### src/rtl/frame_sched_pkg.sv
// Shared types and constants for the frame scheduler slice.
package frame_sched_pkg;

  typedef enum logic [2:0] {
    IDLE,
    CLEAR,
    SCAN,
    DRAW,
    WAIT_FRAME
  } state_t;

  localparam int COORD_W_DEF = 11;

  localparam logic COLOR_BG  = 1'b0;
  localparam logic COLOR_OBJ = 1'b1;

endpackage

### src/rtl/frame_scheduler_obj_picker.sv
// Combinational search for the lowest enabled drawer index strictly above cur.
module obj_picker #(
  parameter int N_OBJ = 4,
  parameter int IDX_W = 2
) (
  input  logic [N_OBJ-1:0]       vmask,
  input  logic signed [IDX_W:0]  cur,
  output logic                   found,
  output logic [IDX_W-1:0]       next_idx
);

  logic [N_OBJ-1:0] cand;

  genvar gi;
  generate
    for (gi = 0; gi < N_OBJ; gi++) begin : g_cand
      // cur of -1 makes every index a candidate
      localparam logic signed [IDX_W:0] IDX = (IDX_W + 1)'(gi);
      assign cand[gi] = vmask[gi] && (IDX > cur);
    end
  endgenerate

  always_comb begin
    found    = 1'b0;
    next_idx = '0;
    for (int j = N_OBJ - 1; j >= 0; j--) begin
      if (cand[j]) begin
        found    = 1'b1;
        next_idx = IDX_W'(j);
      end
    end
  end

endmodule

### src/rtl/frame_scheduler.sv
// Per-frame sequencer: clear engine, then each enabled object drawer in index
// order, sharing one framebuffer write port.
module frame_scheduler
  import frame_sched_pkg::*;
#(
  parameter int N_OBJ   = 4,
  parameter int COORD_W = COORD_W_DEF,
  parameter int TIMEOUT = 65535
) (
  input  logic                     clk,
  input  logic                     reset,
  input  logic                     frame_tick,
  input  logic [N_OBJ-1:0]         obj_valid,
  output logic                     clr_en,
  input  logic                     clr_done,
  input  logic [COORD_W-1:0]       clr_x,
  input  logic [COORD_W-1:0]       clr_y,
  output logic [N_OBJ-1:0]         obj_en,
  input  logic [N_OBJ-1:0]         obj_done,
  input  logic [N_OBJ*COORD_W-1:0] obj_x,
  input  logic [N_OBJ*COORD_W-1:0] obj_y,
  output logic [COORD_W-1:0]       x,
  output logic [COORD_W-1:0]       y,
  output logic                     color,
  output logic                     wr_en,
  output logic                     busy,
  output logic [7:0]               overrun_cnt,
  output logic                     timeout_err
);

  localparam int IDX_W = (N_OBJ > 1) ? $clog2(N_OBJ) : 1;
  localparam int TMO_W = (TIMEOUT > 2) ? $clog2(TIMEOUT) : 1;
  localparam logic [TMO_W-1:0] TMO_LAST = TMO_W'(TIMEOUT - 1);

  state_t                state_reg;
  logic [N_OBJ-1:0]      vmask_reg;
  logic signed [IDX_W:0] cur_reg;
  logic [IDX_W-1:0]      sel_reg;
  logic [TMO_W-1:0]      tmo_cnt_reg;
  logic                  pend_reg;
  logic [7:0]            overrun_cnt_reg;
  logic                  timeout_err_reg;

  logic                  pick_found;
  logic [IDX_W-1:0]      pick_idx;
  logic                  busy_state;
  logic                  sel_done;

  obj_picker #(
    .N_OBJ (N_OBJ),
    .IDX_W (IDX_W)
  ) u_picker (
    .vmask    (vmask_reg),
    .cur      (cur_reg),
    .found    (pick_found),
    .next_idx (pick_idx)
  );

  assign busy_state = (state_reg == CLEAR) || (state_reg == SCAN) || (state_reg == DRAW);
  assign sel_done   = obj_done[sel_reg];

  always_ff @(posedge clk or negedge reset) begin
    if (!reset) begin
      state_reg       <= IDLE;
      vmask_reg       <= '0;
      cur_reg         <= '1;
      sel_reg         <= '0;
      tmo_cnt_reg     <= '0;
      pend_reg        <= 1'b0;
      overrun_cnt_reg <= '0;
      timeout_err_reg <= 1'b0;
    end else begin
      case (state_reg)
        IDLE, WAIT_FRAME: begin
          if (frame_tick || pend_reg) begin
            state_reg <= CLEAR;
            vmask_reg <= obj_valid;
            pend_reg  <= 1'b0;
          end
        end
        CLEAR: begin
          if (clr_done) begin
            state_reg <= SCAN;
            cur_reg   <= '1;
          end
        end
        SCAN: begin
          if (pick_found) begin
            state_reg   <= DRAW;
            sel_reg     <= pick_idx;
            tmo_cnt_reg <= '0;
          end else begin
            state_reg <= WAIT_FRAME;
          end
        end
        DRAW: begin
          if (sel_done) begin
            state_reg <= SCAN;
            cur_reg   <= {1'b0, sel_reg};
          end else if (tmo_cnt_reg == TMO_LAST) begin
            // hung drawer: flag it and move on to the next one
            timeout_err_reg <= 1'b1;
            state_reg       <= SCAN;
            cur_reg         <= {1'b0, sel_reg};
          end else begin
            tmo_cnt_reg <= tmo_cnt_reg + 1'b1;
          end
        end
        default: state_reg <= IDLE;
      endcase

      if (busy_state && frame_tick) begin
        pend_reg <= 1'b1;
        if (overrun_cnt_reg != 8'hFF) begin
          overrun_cnt_reg <= overrun_cnt_reg + 8'd1;
        end
      end
    end
  end

  always_comb begin
    clr_en = 1'b0;
    obj_en = '0;
    wr_en  = 1'b0;
    color  = COLOR_BG;
    x      = '0;
    y      = '0;
    case (state_reg)
      CLEAR: begin
        clr_en = 1'b1;
        wr_en  = 1'b1;
        x      = clr_x;
        y      = clr_y;
      end
      DRAW: begin
        obj_en[sel_reg] = 1'b1;
        wr_en           = 1'b1;
        color           = COLOR_OBJ;
        x               = obj_x[sel_reg*COORD_W +: COORD_W];
        y               = obj_y[sel_reg*COORD_W +: COORD_W];
      end
      default: ;
    endcase
  end

  assign busy        = busy_state;
  assign overrun_cnt = overrun_cnt_reg;
  assign timeout_err = timeout_err_reg;

endmodule

### config.mk
export PLATFORM = sky130hd
export DESIGN_NAME = frame_scheduler
export DESIGN_NICKNAME = d
export VERILOG_FILES = /design/src/rtl/frame_sched_pkg.sv /design/src/rtl/frame_scheduler_obj_picker.sv /design/src/rtl/frame_scheduler.sv
export SDC_FILE = /design/constraint.sdc
export NUM_CORES = 1
export LEC_CHECK = 0
export ABC_CLOCK_PERIOD_IN_PS = 1900
export CAP_MARGIN = 20
export CORE_MARGIN = 2
export CORE_UTILIZATION = 36
export CTS_BUF_LIST = sky130_fd_sc_hd__clkbuf_8
export DETAILED_ROUTE_END_ITERATION = 10
export GPL_TIMING_DRIVEN = 0
export PLACE_DENSITY = 0.79
export SLEW_MARGIN = 25
export SYNTH_ARGS = -nofsm -noshare
export SYNTH_HDL_FRONTEND = slang
export SYNTH_SLANG_ARGS = --single-unit
### constraint.sdc
create_clock -name clk -period 1.9 [get_ports clk]
set_clock_uncertainty 0.1 [all_clocks]
set_input_delay 0.285 -clock clk [delete_from_list [all_inputs] [get_ports clk]]
set_output_delay 0.285 -clock clk [all_outputs]
set_load 0.005 [all_outputs]
== Word-level counts from Yosys, hierarchy flattened ==
Cells that the tools add are included.
Word-level totals
  register bits: 38
  input bits: 122
  output and inout bits: 39
  logic and storage cells: 91
Operators by class
  add/sub/neg operators: 2
  multipliers: 1
  magnitude comparators: 6
  eq/ne operators: 12
  shift-type cells: 2
  muxes and demuxes: 35
  bitwise gates (word level): 1
  reduce and logical (&&, ||, !) cells: 24
Operators with widths (count)
  $shiftx A44 B7 Y11: 2
  $mux W16: 3
  $pmux W11 S2: 2
  $pmux W16 S2: 1
  $mux W3: 8
  $add A16 B1 Y16 const B: 1
  $eq A16 B16 Y1 const B: 1
  $mux W1: 12
  $pmux W3 S4: 1
  $ne A2 B2 Y1 const B: 5
  $reduce_and A3 Y1: 3
  $add A8 B1 Y8 const B: 1
  $mux W2: 4
  $ne A8 B8 Y1 const B: 1
  $reduce_and A2 Y1: 4
  $reduce_bool A2 Y1: 4
  $eq A3 B2 Y1 const B: 2
  $gt A3 B3 Y1 const A: 2
  $logic_and A1 B1 Y1: 6
  $mul A2 B4 Y6 const B: 1
  $pmux W3 S2: 1
  $mux W4: 1
  $reduce_and A4 Y1: 1
  $reduce_or A2 Y1: 2
  12 further kinds: 14

== Depth between registers and ports, before layout ==
Gate-level depths: netlist of run 1.
  depth after elaboration: 8
  mapped depth: 8
  mapped depth without buffers: 7

== Cells and area by module ==
A second synthesis of run 1 with hierarchy kept.
Second synthesis, totals
  cells, all modules: 287
  area total of the unflattened synthesis: 2961.6 um^2
Modules (own cells, without submodules)
  frame_scheduler: times used 1, cells an instance 272, area each 2856.5 um^2, seq. area each 954.7 um^2
  obj_picker: times used 1, cells an instance 15, area each 105.1 um^2, seq. area each 0.0 um^2

== Worst setup path before layout of run 1 ==
OpenSTA, ideal clock, no wires.
  kind: flip-flop to output port
  from: register sel_reg[0]
  to: output x[4]
  arrival time: 1658 ps
  data required time: 1515 ps
  setup slack: -143 ps
  stages on the path, launching flop included: 6
  cell sequence: dfrtp_1 > buf_2 > buf_2 > mux4_2 > mux2i_1 > nor2_1
Between the ends
  cells in the longest elaborated chain, start to end: 3
Ends and longest elaborated chain
  from (decl): line frame_scheduler.sv:38  | logic [IDX_W-1:0] sel_reg;
  from (signal assigned): line frame_scheduler.sv:90  | sel_reg <= pick_idx;
  $mul A2 B4 Y6: line frame_scheduler.sv:139  | x = obj_x[sel_reg*COORD_W +: COORD_W];
  $shiftx A44 B7 Y11: line frame_scheduler.sv:139
  $pmux W11 S2: line frame_scheduler.sv:128  | case (state_reg)
  to (decl): line frame_scheduler.sv:22  | output logic [COORD_W-1:0] x,
No other way between the ends.

== Worst setup path in the final report of run 1 ==
  from: register sel_reg[0]
  to: output x[1]
Same word-level chain as after synthesis.

==> results of run 1 <==
==> worst paths after layout <==
path / startpoint / endpoint / slack (ns)
min in group clk: timeout_err / timeout_err / 0.39
setup / recovery: sel_reg[0] / x[1] / -0.39
setup reg to reg: sel_reg[0] / tmo_cnt_reg[4] / -0.21
hold / removal: reset / tmo_cnt_reg[12] / 0.38
hold reg to reg: timeout_err / timeout_err / 0.39
max in group asynchronous: reset / tmo_cnt_reg[2] / 0.86
==> through the flow <==
stage | setup TNS [ns] | hold slack, ns | util (%) | worst slack, ns | instance area [um^2]
global route | -12.09 | 0.406 | 67.4 | -0.448 | 5180
finish | -9.23 | 0.380 | 67.4 | -0.393 | 5180
CTS | -7.75 | 0.387 | 66.1 | -0.389 | 5080
detailed placement | -23.44 | 0.168 | 59.9 | -0.859 | 4600
floorplan | 0 | -0.111 | - | 0.0314 | 2850
global placement | -36.47 | 0.356 | 59.6 | -0.822 | 4580
==> power by group through the flow <==
stage	clock, uW	combinational (uW)	sequential, uW
after floorplan	0	2090	1240
after global placement	0	3470	1280
after detailed placement	0	3560	1290
after CTS	590	4160	1270
after global routing	633	4760	1310
final	585	4440	1280
==> what timing repair did <==
action | 4_1_cts | 5_1_grt
setup buffers | 36 | 8
pin swaps | 13 | 14
gates cloned | 1 | 1
resized for setup | 151 | 22
endpoints found under the hold margin | 14 | 0
endpoints found under the setup margin | 48 | 46
hold buffers | 1 | 0
==> layout make-up <==
type | instances | area (um^2) | share of cell area (%)
repair buffers | 205 | 1920 | 37.1
flip-flops and latches | 38 | 956 | 18.4
clock inverters | 2 | 12.5 | 0.241
well taps | 102 | 128 | 2.46
inverters | 6 | 22.5 | 0.434
clock buffers | 6 | 82.6 | 1.59
plain buffers | 14 | 179 | 3.45
multi-input cells | 212 | 1880 | 36.3
==> cell families after synthesis <==
kind of cell	count (synthesis)	synth area share, %
muxes	50	28.0
DFF	38	33.6
buffers and inverters	21	3.26
and+or+nand+nor	105	19.7
AOI/OAI and AO/OA	38	9.25
xor gates and xnor gates	16	4.93
adders and majority gates	3	1.32
==> placed cells by master, fill, tap and decap left out, drive strengths merged, types with 6 or more instances in the layout <==
| cell | n |
|---|---|
| mux4 | 23 |
| nor3 | 8 |
| o21ai | 12 |
| dfrtp | 35 |
| xor2 | 12 |
| clkdlybuf4s50 | 129 |
| clkbuf | 15 |
| inv | 6 |
| nand2 | 13 |
| buf | 76 |
| nand4 | 8 |
| mux2i | 22 |
| nor2 | 43 |
| nand3 | 11 |
| nand2b | 6 |
| a21oi | 8 |
==> cell usage after synthesis (3+ instances only) <==
library cell,count
sky130_fd_sc_hd__a21oi_1,7
sky130_fd_sc_hd__and3_1,4
sky130_fd_sc_hd__buf_2,5
sky130_fd_sc_hd__clkbuf_1,7
sky130_fd_sc_hd__dfrtp_1,35
sky130_fd_sc_hd__dfstp_2,3
sky130_fd_sc_hd__ha_1,3
sky130_fd_sc_hd__inv_1,6
sky130_fd_sc_hd__mux2_2,5
sky130_fd_sc_hd__mux2i_1,22
sky130_fd_sc_hd__mux4_2,23
sky130_fd_sc_hd__nand2_1,12
sky130_fd_sc_hd__nand2b_1,5
sky130_fd_sc_hd__nand3_1,10
sky130_fd_sc_hd__nand4_1,7
sky130_fd_sc_hd__nor2_1,43
sky130_fd_sc_hd__nor2b_1,3
sky130_fd_sc_hd__nor3_1,6
sky130_fd_sc_hd__o21ai_0,7
sky130_fd_sc_hd__o21ai_1,4
sky130_fd_sc_hd__xnor2_1,4
sky130_fd_sc_hd__xor2_1,12
==> metal layers <==
| layer | up-vias | GRT usage, % | routed length, um |
|---|---|---|---|
| met5 | - | 0 | 0 |
| met4 | 0 | 5.64 | 242 |
| met3 | 21 | 4.39 | 661 |
| met2 | 125 | 43.7 | 5700 |
| met1 | 1528 | 30.5 | 4510 |
| li1 | 1428 | - | - |
==> summary.md, run 1 <==
Number of antenna violations at the first check in global routing: 0. The run gives 3102 as the vias after detailed routing. The flow ran to the end, but the final reports show violations. For the finished layout, the period the worst path requires is 2.29 ns. The floorplan die area is 8620 um^2. Setup repair after global routing could not meet its margin everywhere. The pin slew with the least headroom to its limit was 0.517 ns; the clock net sink count was 38.

The post-route netlist has 31.3% of its cells at a drive strength greater than 1. After floorplanning, the core was divided into 32 placement rows. The flip-flop cell with the highest count after synthesis is sky130_fd_sc_hd__dfrtp_1. After clock tree synthesis, the clock-pin slew on the worst setup and hold paths is 0.08 ns.

The path class of the lowest-slack min-delay path is input pin to async pin. The flip-flop count of the largest register, all copies and words added is 16, and the proportion of netlist area held by the largest area contributor is 30.8%. The run gives 0 as the post-detailed-route DRC marker count. The design draws 6300 uW. In this design, the largest share of critical-path delay is due to multiplexers. The worst setup path is launched from a register. Derived from the worst setup path, the maximum achievable clock frequency is 0.436 GHz. Across the VDD grid, the largest voltage drop is 0.819 mV. Entering global routing, the biggest net connects 22 pins.

Registers are responsible for 20.3% of the overall power. The internal power component came out at 3870 uW. Sequential cells were found to cover 33.6% of the synthesized design area. The share of total power dissipated in the clock network is 9.3%.

The logs give 2430 uW for the switching component of the power and 0.791 for the placer's final routability congestion estimate. The post-synthesis register bit count was 38; the final-report setup violation count was 41. In this run the remaining antenna-violating nets after routing total 0.

Across every metal layer, demand over resource in global routing totals 24.4%. After layout, the worst path uses 121% of the clock period. Worst-path cell with the longest stage delay: sky130_fd_sc_hd__mux4_2. The max-capacitance violation count is 0, and the number of levels the H-tree was split into is 2.

STA classifies the critical path endpoint as a primary output. In this run the power density over the cells is 1220 nW/um^2. Headroom to the max-slew limit came out at 65.3%. The routed design has 11100 um of wire.

The die is 92.8 um tall. The max-slew violation count was 0. The die width came out at 92.8 um.

The number of distinct library cells after synthesis came out at 55. In the routed layout, each cell is associated on average with a via count of 5.30. The tools report the first-pass iteration count of the detailed router as 4. The buffer cell driving the clock tree root is sky130_fd_sc_hd__clkbuf_8. The number of cells on the worst reg-to-reg path is 8. In this run the static leakage power is 0.00224 uW. Of all nets on the critical path, the largest fanout is 6. Counting both buffers and inverters, the worst setup path holds a total of 4.

The critical path's most frequent cell is sky130_fd_sc_hd__buf_12. A synthesized cell averages 10.5 um^2. The run gives -0.393 ns as the post-route worst setup slack. Summed over all nets, the half-perimeter wirelength after detailed placement is 7940 um.

In this run the count of I/O pins placed on the die edge is 161. The synthesized design contains 0 enable-type register cells. The tools report the post-synthesis instance area as 2840 um^2. The average detailed-routed wire length per instance came out at 19.0 um.

Buffer levels on the longest clock path: 2. Ranked by total cell area, the synthesized netlist is headed by sky130_fd_sc_hd__dfrtp_1 (31%), sky130_fd_sc_hd__mux4_2 (18%), sky130_fd_sc_hd__mux2i_1 (7.7%). After the first detailed-routing iteration, the DRC count stood at 172. Of all cell types, the one taking the most synthesized area is sky130_fd_sc_hd__dfrtp_1. The initial cell density of the core came out at 37.0%. Critical path start-end classification: register to primary output.

The logs give 534 for the cell total after placement and 0.29 ns for the clock insertion delay at the later pin of the skew report. Data arrives at the worst endpoint at 1.91 ns. The share of flip-flops with an asynchronous set or reset after synthesis was 100%.

The checks that failed: negative setup slack. The global route total overflow was 0; the fill cell total of the finished layout was 584. The number of cells on the critical path was 7.

Once layout is complete, the cells apart from fillers number 585. Buffers placed on the I/O ports in this run total 160. TritonCTS created 5 clock buffers. The first-pass GRT wire length was 16400 um.

The final number of hold-violating endpoints is 0, and the synthesis-to-finish area growth is 82.4%. The switching part of the total works out to 38.6%. The Yosys step of the flow raised 0 warnings. The signal on the critical path passes through buf_12, buf_12, buf_12, mux4_2, mux2i_1, nor2_1, buf_2.

The net count after synthesis came out at 396. After technology mapping, the gate count stands at 271. The via count of the first global-routing pass was 3087.

The area inside the core boundary is 7690 um^2, and the post-layout net count is 607. The tools report the critical path data required time as 1.51 ns. 0 antenna diodes ended up in the layout. The tools report the power share of the combinational group as 70.5%. The delay of the slowest critical-path stage was 0.48 ns. TritonCTS built the clock tree.
Power figures use the tool's default switching activity.
==> run 2: changes to the inputs <==
--- a/config.mk
+++ b/config.mk
@@ -7,7 +7,7 @@
 export LEC_CHECK = 0
 export ABC_CLOCK_PERIOD_IN_PS = 1900
 export CAP_MARGIN = 20
-export CORE_MARGIN = 2
+export CORE_MARGIN = 4
 export CORE_UTILIZATION = 36
 export CTS_BUF_LIST = sky130_fd_sc_hd__clkbuf_8
 export DETAILED_ROUTE_END_ITERATION = 10
==> run 2 against run 1 <==
The flow still finishes with violations (negative setup slack). Sequential power barely moved. Die area rose by 8.8%. Register-to-register slack got worse by 0.04 ns. Clock power barely moved. Non-clock buffer count rose by 15. Fmax fell by 5.2%.
==> summary.md, run 2 (synthesized netlist as in run 1, its figures left out) <==
The flow ran to the end, but the final reports show violations. Failing checks: negative setup slack (unchanged). The synthesis-to-finish area growth works out to 86.7% (was 82.4%). The count of standard-cell rows is 32 (unchanged). The antenna cell count was 0 (unchanged). The startpoint type of the worst setup path is a register (unchanged). The clock edge transition at the registers on the reported setup and hold paths came out at 0.08 ns (about the same). The final critical path time including I/O delays and setup is 2.42 ns (was 2.29 ns). The final-report setup violation count came out at 42 (was 41). The critical path start-end classification is register to primary output (unchanged). The worst-case setup slack after placement was -0.868 ns (was -0.859 ns); the pin slew with the least headroom to its limit was 0.627 ns (was 0.517 ns). The run gives 0 (unchanged) as the max-capacitance violation count. For the max-slew violation count, the log shows 0 (unchanged).

The count of buffers from port buffering came out at 160 (unchanged). The first-pass GRT wire length is 17700 um (was 16400 um). For the data arrival time at the worst-slack endpoint, the log shows 2.03 ns (was 1.91 ns).

The run gives -0.520 ns (was -0.393 ns) as the post-route worst setup slack. The buffer cell driving the clock tree root is sky130_fd_sc_hd__clkbuf_8 (unchanged). The average vias per placed instance is 5.45 (was 5.30). The most frequent standard cell in the layout excluding fill and tap cells was sky130_fd_sc_hd__clkdlybuf4s50_1 (unchanged). The headroom to the max-slew limit was 57.8% (was 65.3%); the maximum number of pins on one net before global-route repair was 22 (unchanged).

Peak supply drop: 0.700 mV (was 0.819 mV). For the clock net sink count, the log shows 38 (unchanged). Most used cells in the layout excluding fill and tap cells: sky130_fd_sc_hd__clkdlybuf4s50_1 (129), sky130_fd_sc_hd__nor2_1 (42), sky130_fd_sc_hd__dfrtp_1 (33), sky130_fd_sc_hd__buf_4 (31), sky130_fd_sc_hd__buf_6 (29) (was sky130_fd_sc_hd__clkdlybuf4s50_1 (129), sky130_fd_sc_hd__nor2_1 (42), sky130_fd_sc_hd__dfrtp_1 (34), sky130_fd_sc_hd__buf_4 (30), sky130_fd_sc_hd__buf_2 (24)). For the area inside the core boundary, the log shows 7690 um^2 (unchanged). The run gives 0.413 GHz (was 0.436 GHz) as the maximum clock frequency. Vias after detailed routing: 3269 (was 3102). The leakage power of the design came out at 0.00232 uW (was 0.00224 uW). The die width was 96.8 um (was 92.8 um). The average detailed-routed wire length per instance is 19.9 um (was 19.0 um).

Total routed wirelength: 12000 um (was 11100 um). The run gives 5 (unchanged) as the number of buffers added by the clock tree synthesis step. The count of nets left with antenna violations after detail routing is 0 (unchanged). The run gives 161 (unchanged) as the I/O pin count. Number of DRC markers after the initial detailed-route iteration: 189 (was 172). The tools report the post-layout net count as 622 (was 607). The half-perimeter wire length after detailed placement was 8370 um (was 7940 um); the layout cell share with drive strength beyond 1 was 32.3% (was 31.3%). The initial cell density of the core came out at 37.0% (unchanged). Via count of the first global-routing pass: 3212 (was 3087). The top fanout value on the critical path is 5 (was 6). For the buffer levels on the longest clock path, the log shows 2 (unchanged). The run gives 2 (unchanged) as the number of levels the H-tree was split into. The post-place instance area is 4600 um^2 (unchanged), and the power per unit of standard cell area is 1200 nW/um^2 (was 1220 nW/um^2). Clock insertion delay at the later pin of the skew report: 0.29 ns (about the same). The flip-flop count of the largest register, all copies and words added was 16 (unchanged). The kind of end point of the critical path was a primary output (unchanged).

Path class of the lowest-slack min-delay path: input pin to async pin (unchanged). The all-layer global routing usage is 23.4% (was 24.4%), and the die outline height is 96.8 um (was 92.8 um). The global route total overflow was 0 (unchanged). The run gives 9380 um^2 (was 8620 um^2) as the floorplan die area. The portion of the clock cycle consumed by the worst path in the final layout was 127% (was 121%). The tools report the critical path data required time as 1.51 ns (about the same). The total negative setup slack was -11.80 ns (was -9.23 ns); the placer's final routability congestion estimate was 0.934 (was 0.791). The number of antenna violations at the first check in global routing is 0 (unchanged), and the first-pass iteration count of the detailed router is 6 (was 4). The final design utilization is 69.0% (was 67.4%), and the post-detailed-route DRC marker count is 0 (unchanged). The final number of hold-violating endpoints was 0 (unchanged). Setup repair after global routing could not meet its margin everywhere. The final non-filler cell area was 5300 um^2 (was 5180 um^2).

TritonCTS built the clock tree.
[run 2: changes by cell type in the layout (fill, tap and decap cells not counted), sizes merged]
cell,delta
buf,+16
clkbuf,-1
[run 2: power breakdown]
part           internal [uW]  switching (uW)
Clock                    292             294
Sequential              1050             228
Combinational           2550            1970
[run 2: path summary, 6_finish.rpt]
kind / end / startpoint / cells after the start / slack [ns]
max in group asynchronous: cur_reg[0] / reset / 3 / 0.79
worst min register to register: timeout_err / timeout_err / 1 / 0.39
worst max-delay path: x[5] / sel_reg[0] / 8 / -0.52
worst max register to register: tmo_cnt_reg[6] / sel_reg[0] / 8 / -0.25
worst min-delay path: tmo_cnt_reg[8] / reset / 2 / 0.37
min in group clk: timeout_err / timeout_err / 1 / 0.39
[run 2: what timing repair did]
action | CTS | global route
gates resized for setup | 149 | 31
cloned | 1 | 0
hold buffers | 1 | 0
endpoints found under the setup margin | 45 | 50
setup buffers | 36 | 22
endpoints found under the hold margin | 16 | 0
pin swaps | 10 | 27
[run 2: per-layer routing]
layer	global-route usage (%)	vias to the layer above	routed length, um	part of all wire (%)
met4	6.59	0	289	2.4
met3	4.33	29	703	5.9
met2	41.8	155	6270	52
li1	-	1468	-	-
met5	0	-	0	0
met1	28.7	1617	4700	39
[run 2: area by class of cell]
cell class | count | area (um^2)
Buffer | 14 | 160
Clock buffer | 6 | 82.6
Clock inverter | 2 | 12.5
Fill cell | 554 | 2380
Inverter | 6 | 25.0
Multi-Input combinational cell | 212 | 1860
Sequential cell | 38 | 957
Tap cell | 102 | 128
Timing Repair Buffer | 220 | 2080
[run 2: through the flow]
step / hold WS, ns / instances / power, uW
2_1_floorplan: -0.111 / 271 / 3320
3_3_place_gp: 0.378 / 533 / 4770
3_5_place_dp: 0.157 / 534 / 4880
4_1_cts: 0.369 / 579 / 6000
5_1_grt: 0.409 / 600 / 6780
6_report: 0.368 / 600 / 6380
[run 2: worst max-delay path: stages, from the launching register on]
cell                      delay (ns)
sky130_fd_sc_hd__dfrtp_1        0.42
sky130_fd_sc_hd__buf_8          0.15
sky130_fd_sc_hd__buf_12         0.13
sky130_fd_sc_hd__buf_16         0.12
sky130_fd_sc_hd__buf_4          0.13
sky130_fd_sc_hd__mux4_2         0.43
sky130_fd_sc_hd__mux2i_1        0.19
sky130_fd_sc_hd__nor2_1         0.05
sky130_fd_sc_hd__buf_2          0.13
==> run 3: changes to the inputs <==
--- a/config.mk
+++ b/config.mk
@@ -7,7 +7,7 @@
 export LEC_CHECK = 0
 export ABC_CLOCK_PERIOD_IN_PS = 1900
 export CAP_MARGIN = 20
-export CORE_MARGIN = 4
+export CORE_MARGIN = 1.5
 export CORE_UTILIZATION = 36
 export CTS_BUF_LIST = sky130_fd_sc_hd__clkbuf_8
 export DETAILED_ROUTE_END_ITERATION = 10
==> run 3 against run 2 <==
The flow still finishes with violations (negative setup slack). Register-to-register slack better by 0.07 ns. Final cell count is 3.2% lower. Die area shrank 10%. Via count decreased by 7.0%. Fmax rose by 5.7%. Global-route usage fell by 0.35 points. Critical path depth fell by 1. Critical path type unchanged. Largest power group unchanged.
==> summary.md, run 3 (synthesized netlist as in run 1, its figures left out) <==
The flow ran to the end, but the final reports show violations. Failing checks: negative setup slack (unchanged). The tools report the area inside the core boundary as 7690 um^2 (unchanged). The number of DRC markers after the initial detailed-route iteration is 159 (was 189).

The tools report the half-perimeter wire length after detailed placement as 7530 um (was 8370 um). The clock net sink count is 38 (unchanged). The post-layout net count is 603 (was 622). The antenna cell count was 0 (unchanged); the peak supply drop was 0.692 mV (was 0.700 mV). The critical path start-end classification was register to primary output (unchanged). The total routed wirelength was 10300 um (was 12000 um). The switching part of the total was 38.6% (was 39.0%). The run gives 67.0% (was 69.0%) as the final design utilization.

The portion of the clock cycle consumed by the worst path in the final layout was 121% (was 127%). For the buffer levels on the longest clock path, the log shows 2 (unchanged). Top fanout value on the critical path: 6 (was 5). The switching component of the power was 2310 uW (was 2490 uW); the final number of hold-violating endpoints was 0 (unchanged). The tools report the max-slew violation count as 0 (unchanged). The all-layer global routing usage came out at 23.1% (was 23.4%).

The count of nets left with antenna violations after detail routing came out at 0 (unchanged). The layout cell share with drive strength beyond 1 was 29.9% (was 32.3%); the maximum number of pins on one net before global-route repair was 27 (was 22). The tools report the number of levels the H-tree was split into as 2 (unchanged). The die width came out at 91.8 um (was 96.8 um). The synthesis-to-finish area growth was 81.2% (was 86.7%). First-pass iteration count of the detailed router: 4 (was 6).

The tools report the initial cell density of the core as 37.0% (unchanged). The first-pass GRT wire length is 15300 um (was 17700 um). The run gives -0.390 ns (was -0.520 ns) as the post-route worst setup slack.

Placer's final routability congestion estimate: 0.825 (was 0.934). The maximum clock frequency is 0.437 GHz (was 0.413 GHz). The cell type group with the largest total delay on the critical path was multiplexers (was buffers and inverters). The worst-case register-to-register setup slack is -0.18 ns (was -0.25 ns), and the final critical path time including I/O delays and setup is 2.29 ns (was 2.42 ns). The combined buffer and inverter count along the critical path is 4 (was 5). The data arrival time at the worst-slack endpoint came out at 1.91 ns (was 2.03 ns). The die outline height was 91.8 um (was 96.8 um); the headroom to the max-slew limit was 58.8% (was 57.8%).

The tools report the startpoint type of the worst setup path as a register (unchanged). The pin slew with the least headroom to its limit is 0.613 ns (was 0.627 ns), and the delay of the slowest critical-path stage is 0.52 ns (was 0.43 ns). Most frequent standard cell in the layout excluding fill and tap cells: sky130_fd_sc_hd__clkdlybuf4s50_1 (unchanged). The floorplan die area was 8430 um^2 (was 9380 um^2); the count of buffers from port buffering was 160 (unchanged). The tools report the vias after detailed routing as 3041 (was 3269). TritonCTS built the clock tree.

The number of buffers added by the clock tree synthesis step is 5 (unchanged). The register share of total power was 21.1% (was 20.0%). The average vias per placed instance is 5.23 (was 5.45). The path class of the lowest-slack min-delay path is input pin to async pin (unchanged). The flip-flop count of the largest register, all copies and words added is 16 (unchanged), and the final-report setup violation count is 39 (was 42). Total area of multi-input combinational cells: 1880 um^2 (was 1860 um^2). The worst-path cell with the longest stage delay is sky130_fd_sc_hd__mux4_2 (unchanged). For the post-detailed-route DRC marker count, the log shows 0 (unchanged). Number of antenna violations at the first check in global routing: 0 (unchanged). Setup repair after global routing could not meet its margin everywhere.

The leakage power of the design came out at 0.00222 uW (was 0.00232 uW). Most used cells in the layout excluding fill and tap cells: sky130_fd_sc_hd__clkdlybuf4s50_1 (131), sky130_fd_sc_hd__nor2_1 (43), sky130_fd_sc_hd__dfrtp_1 (34), sky130_fd_sc_hd__buf_2 (26), sky130_fd_sc_hd__buf_4 (24) (was sky130_fd_sc_hd__clkdlybuf4s50_1 (129), sky130_fd_sc_hd__nor2_1 (42), sky130_fd_sc_hd__dfrtp_1 (33), sky130_fd_sc_hd__buf_4 (31), sky130_fd_sc_hd__buf_6 (29)). The logs give 32 (unchanged) for the count of standard-cell rows and 3680 uW (was 3890 uW) for the internal power component.

The tools report the I/O pin count as 161 (unchanged). The run gives 3022 (was 3212) as the via count of the first global-routing pass. The power per unit of standard cell area came out at 1170 nW/um^2 (was 1200 nW/um^2). The global route total overflow was 0 (unchanged).

The run gives 1.51 ns (about the same) as the critical path data required time. The tools report the storage element area as 956 um^2 (was 957 um^2). The power share of the combinational group came out at 69.7% (was 70.8%). The average detailed-routed wire length per instance came out at 17.7 um (was 19.9 um). The buffer cell driving the clock tree root was sky130_fd_sc_hd__clkbuf_8 (unchanged). The max-capacitance violation count was 0 (unchanged); the fill cell total of the finished layout was 593 (was 554). Crit path cell chain: buf_8, buf_12, buf_6, mux4_2, mux2i_1, nor2_1, buf_2 (was buf_8, buf_12, buf_16, buf_4, mux4_2, mux2i_1, nor2_1, buf_2). The number of cells in the finished layout apart from fillers is 581 (was 600). The clock share of power came out at 9.3% (was 9.2%). The cell total after placement is 534 (unchanged), and the post-route total power is 6000 uW (was 6380 uW).

The clock insertion delay at the later pin of the skew report came out at 0.30 ns (was 0.29 ns). Clock edge transition at the registers on the reported setup and hold paths: 0.09 ns (was 0.08 ns). The kind of end point of the critical path was a primary output (unchanged).
## run 3: timing repair
action                                  CTS  global route
gates cloned                              2             0
endpoints found under the hold margin    11             0
resized for setup                       142            26
endpoints found under the setup margin   48            46
pin swaps                                 9            16
buffers inserted                         32             8
hold buffers                              1             0
## run 3: worst paths after layout
check / start / endpoint / cells after the start
worst max-delay path: sel_reg[0] / y[2] / 7
worst min-delay path: reset / tmo_cnt_reg[12] / 2
worst max register to register: sel_reg[0] / tmo_cnt_reg[10] / 7
worst min register to register: timeout_err / timeout_err / 1
max in group asynchronous: reset / cur_reg[0] / 3
min in group clk: timeout_err / timeout_err / 1
## run 3: area by class of cell
class / instances / area share [%]
timing repair buffer: 202 / 37.6
clock inverter: 3 / 0.340
tap: 102 / 2.48
multi-input combinational: 212 / 36.4
clock buffer: 5 / 1.34
sequential: 38 / 18.6
buffer: 13 / 2.84
inverter: 6 / 0.438
## run 3: power by group through the flow
stage	clock [uW]	sequential [uW]	combinational, uW
final	556	1260	4180
after global routing	604	1300	4470
after detailed placement	0	1290	3550
after CTS	565	1260	4080
after global placement	0	1280	3470
after floorplan	0	1240	2090
## run 3: per-layer routing
metal	track usage [%]	share of wire [%]	wire length, um	vias to the layer above
met4	6.92	2.2	223	0
met3	4.31	6.5	671	18
met5	0	0	0	-
met1	29.0	41	4240	1480
met2	40.1	50	5140	120
li1	-	-	-	1423
## run 3: metrics by stage
stage / setup TNS [ns] / hold WS, ns / instance area (um^2) / worst slack, ns
after floorplan: 0 / -0.111 / 2850 / 0.0314
after global placement: -35.80 / 0.381 / 4580 / -0.790
after detailed placement: -23.03 / 0.0997 / 4590 / -0.869
after CTS: -7.77 / 0.309 / 5060 / -0.438
after global routing: -11.32 / 0.350 / 5150 / -0.443
final: -8.42 / 0.300 / 5150 / -0.390
==> edit: new RTL, settings of run 1 <==
Reset style: synchronous (`reset`), changed in one clocked block.
--- a/src/rtl/frame_scheduler.sv
+++ b/src/rtl/frame_scheduler.sv
@@ -59,7 +59,7 @@
   assign busy_state = (state_reg == CLEAR) || (state_reg == SCAN) || (state_reg == DRAW);
   assign sel_done   = obj_done[sel_reg];
 
-  always_ff @(posedge clk or negedge reset) begin
+  always_ff @(posedge clk) begin
     if (!reset) begin
       state_reg       <= IDLE;
       vmask_reg       <= '0;
Formal check against the unedited RTL: differs if reset is asserted again (counterexample within 4 cycles, from zero or initial values and one cycle with reset low); with reset held inactive, the same outputs for 10 cycles.
==> edit against run 1 <==
The flow still finishes with violations (negative setup slack). Maximum frequency increased by 5.4%. Routed wire length increased by 6.5%. Cell area increased by 1.8%. Worst setup slack improved by 0.12 ns. Worst hold slack got worse by 0.099 ns. Synthesized area increased by 2.9%. Final cell count increased by 5.1%. Die area increased by 2.7%. Sequential cell count unchanged. Critical path type unchanged. Count of clock-buffer cells in the layout unchanged.
Power is not compared: it rests on default switching activity, and its combinational part moved more than twofold at a synthesized area within 25%.
==> edit: results <==
metrics = {
    "outcome": {
        "outcome": "finished with violations",
        "violations": "negative setup slack",
    },
    "global_routing": {
        "use_met2_pct": 44.3,
        "grt_pass1_wl_um": 17200,
        "use_met1_pct": 28.9,
        "grt_pass1_vias": 3260,
        "track_usage_pct": 24.5,
        "grt_use_met3_pct": 5.38,
        "grt_max_degree": 13,
    },
    "cells_and_area": {
        "num-fill-cells": 605,
        "final_layout_size_suffix_gt1_share_pct": 27.7,
        "antennaDiodeCount": 0,
        "final_cells": 615,
    },
    "place": {
        "placed_area_um2": 4660,
        "dpl.hpwl_um": 8350,
        "gp_congestion": 0.888,
        "dp_cells": 582,
        "io_buffers": 159,
        "dp_slack_ns": -0.827,
    },
    "cts": {
        "postCtsSetupBuffers": 17,
        "post_cts_resized": 158,
        "clock-root-buffer": "clkbuf_8",
        "clk_path_buf_depth": 2,
    },
    "logic_synthesis": {
        "postSynthNetCount": 446,
        "ys_types": 46,
        "synth-warning-count": 0,
        "synthTopCellsByArea": "dfxtp_1 26%, mux4_2 18%, mux2i_1 14%",
        "syn_avg_cell_area_um2": 9.11,
        "ys.flop_type": "dfxtp_1",
        "async_reset_ff_share_pct": 0,
        "synthTopCellsByCount": "42 x mux2i_1, 39 x nor2_1, 38 x dfxtp_1",
        "ys_seq_area_share_pct": 26.0,
    },
    "sta": {
        "fin_ws_ns": -0.276,
        "worst_pin_slew_ns": 0.556,
        "setup_tns_ns": -8.22,
        "final-setup-viol-count": 43,
    },
    "route": {
        "vias": 3382,
        "wl_met3_um": 906,
        "wl_met2_um": 6040,
        "drtIter0Drc": 173,
        "wirelength_um": 11800,
        "wl_met1_um": 4560,
    },
    "setup_path": {
        "crit_arrival_ns": 1.79,
        "cp_max_fo": 8,
    },
}
==> edit: cell count changes after synthesis, sizes merged, moves of 13 or more <==
cell    change
dfrtp      -35
a21oi      +14
dfxtp      +38
nand3b     +13
mux2i      +20
nand3      +15
==> edit: final cells by class <==
cell class,instances,area [um^2],share of cell area [%]
multi-input cells,251,2250,42.6
repair buffers,186,1740,32.9
flip-flops and latches,38,769,14.6
plain buffers,23,223,4.22
well taps,102,128,2.42
clock buffers,6,82.6,1.57
clock inverters,2,60.1,1.14
inverters,7,26.3,0.498
==> edit: worst max-delay path, stage by stage, from the launching register on <==
cell and delay, ns:
dfxtp_2 0.35, buf_8 0.14, buf_12 0.14, mux4_2 0.51, mux2i_1 0.15, nor2_1 0.05, buf_2 0.14
==> edit: final timing paths <==
kind	startpoint	cells after the start	end	slack, ns
max	sel_reg[0]	6	y[3]	-0.28
min	reset	3	tmo_cnt_reg[3]	0.28
max reg2reg	sel_reg[0]	8	tmo_cnt_reg[11]	-0.24
min reg2reg	tmo_cnt_reg[15]	2	tmo_cnt_reg[15]	0.38
==> edit: power groups by stage <==
| stage | sequential (mW) | clock (mW) | combinational [mW] |
|---|---|---|---|
| after floorplan | 0.880 | 0 | 0.505 |
| after global placement | 0.888 | 0 | 1.03 |
| after detailed placement | 0.890 | 0 | 1.05 |
| after CTS | 0.873 | 0.862 | 1.09 |
| after global routing | 0.884 | 0.900 | 1.25 |
| final | 0.878 | 0.865 | 1.16 |
==> edit: cell families (layout without fill, tap and decap cells) <==
family,count (synthesis),count (layout),share of synthesized area [%]
adder cells (fa/ha/maj),3,3,1.28
AND/OR/NAND/NOR,131,131,23.7
AO/OA/AOI/OAI,48,48,10.7
multiplexers,65,65,32.1
flip-flops,38,38,26.0
buffers and inverters,32,224,4.97
XOR/XNOR,4,4,1.20
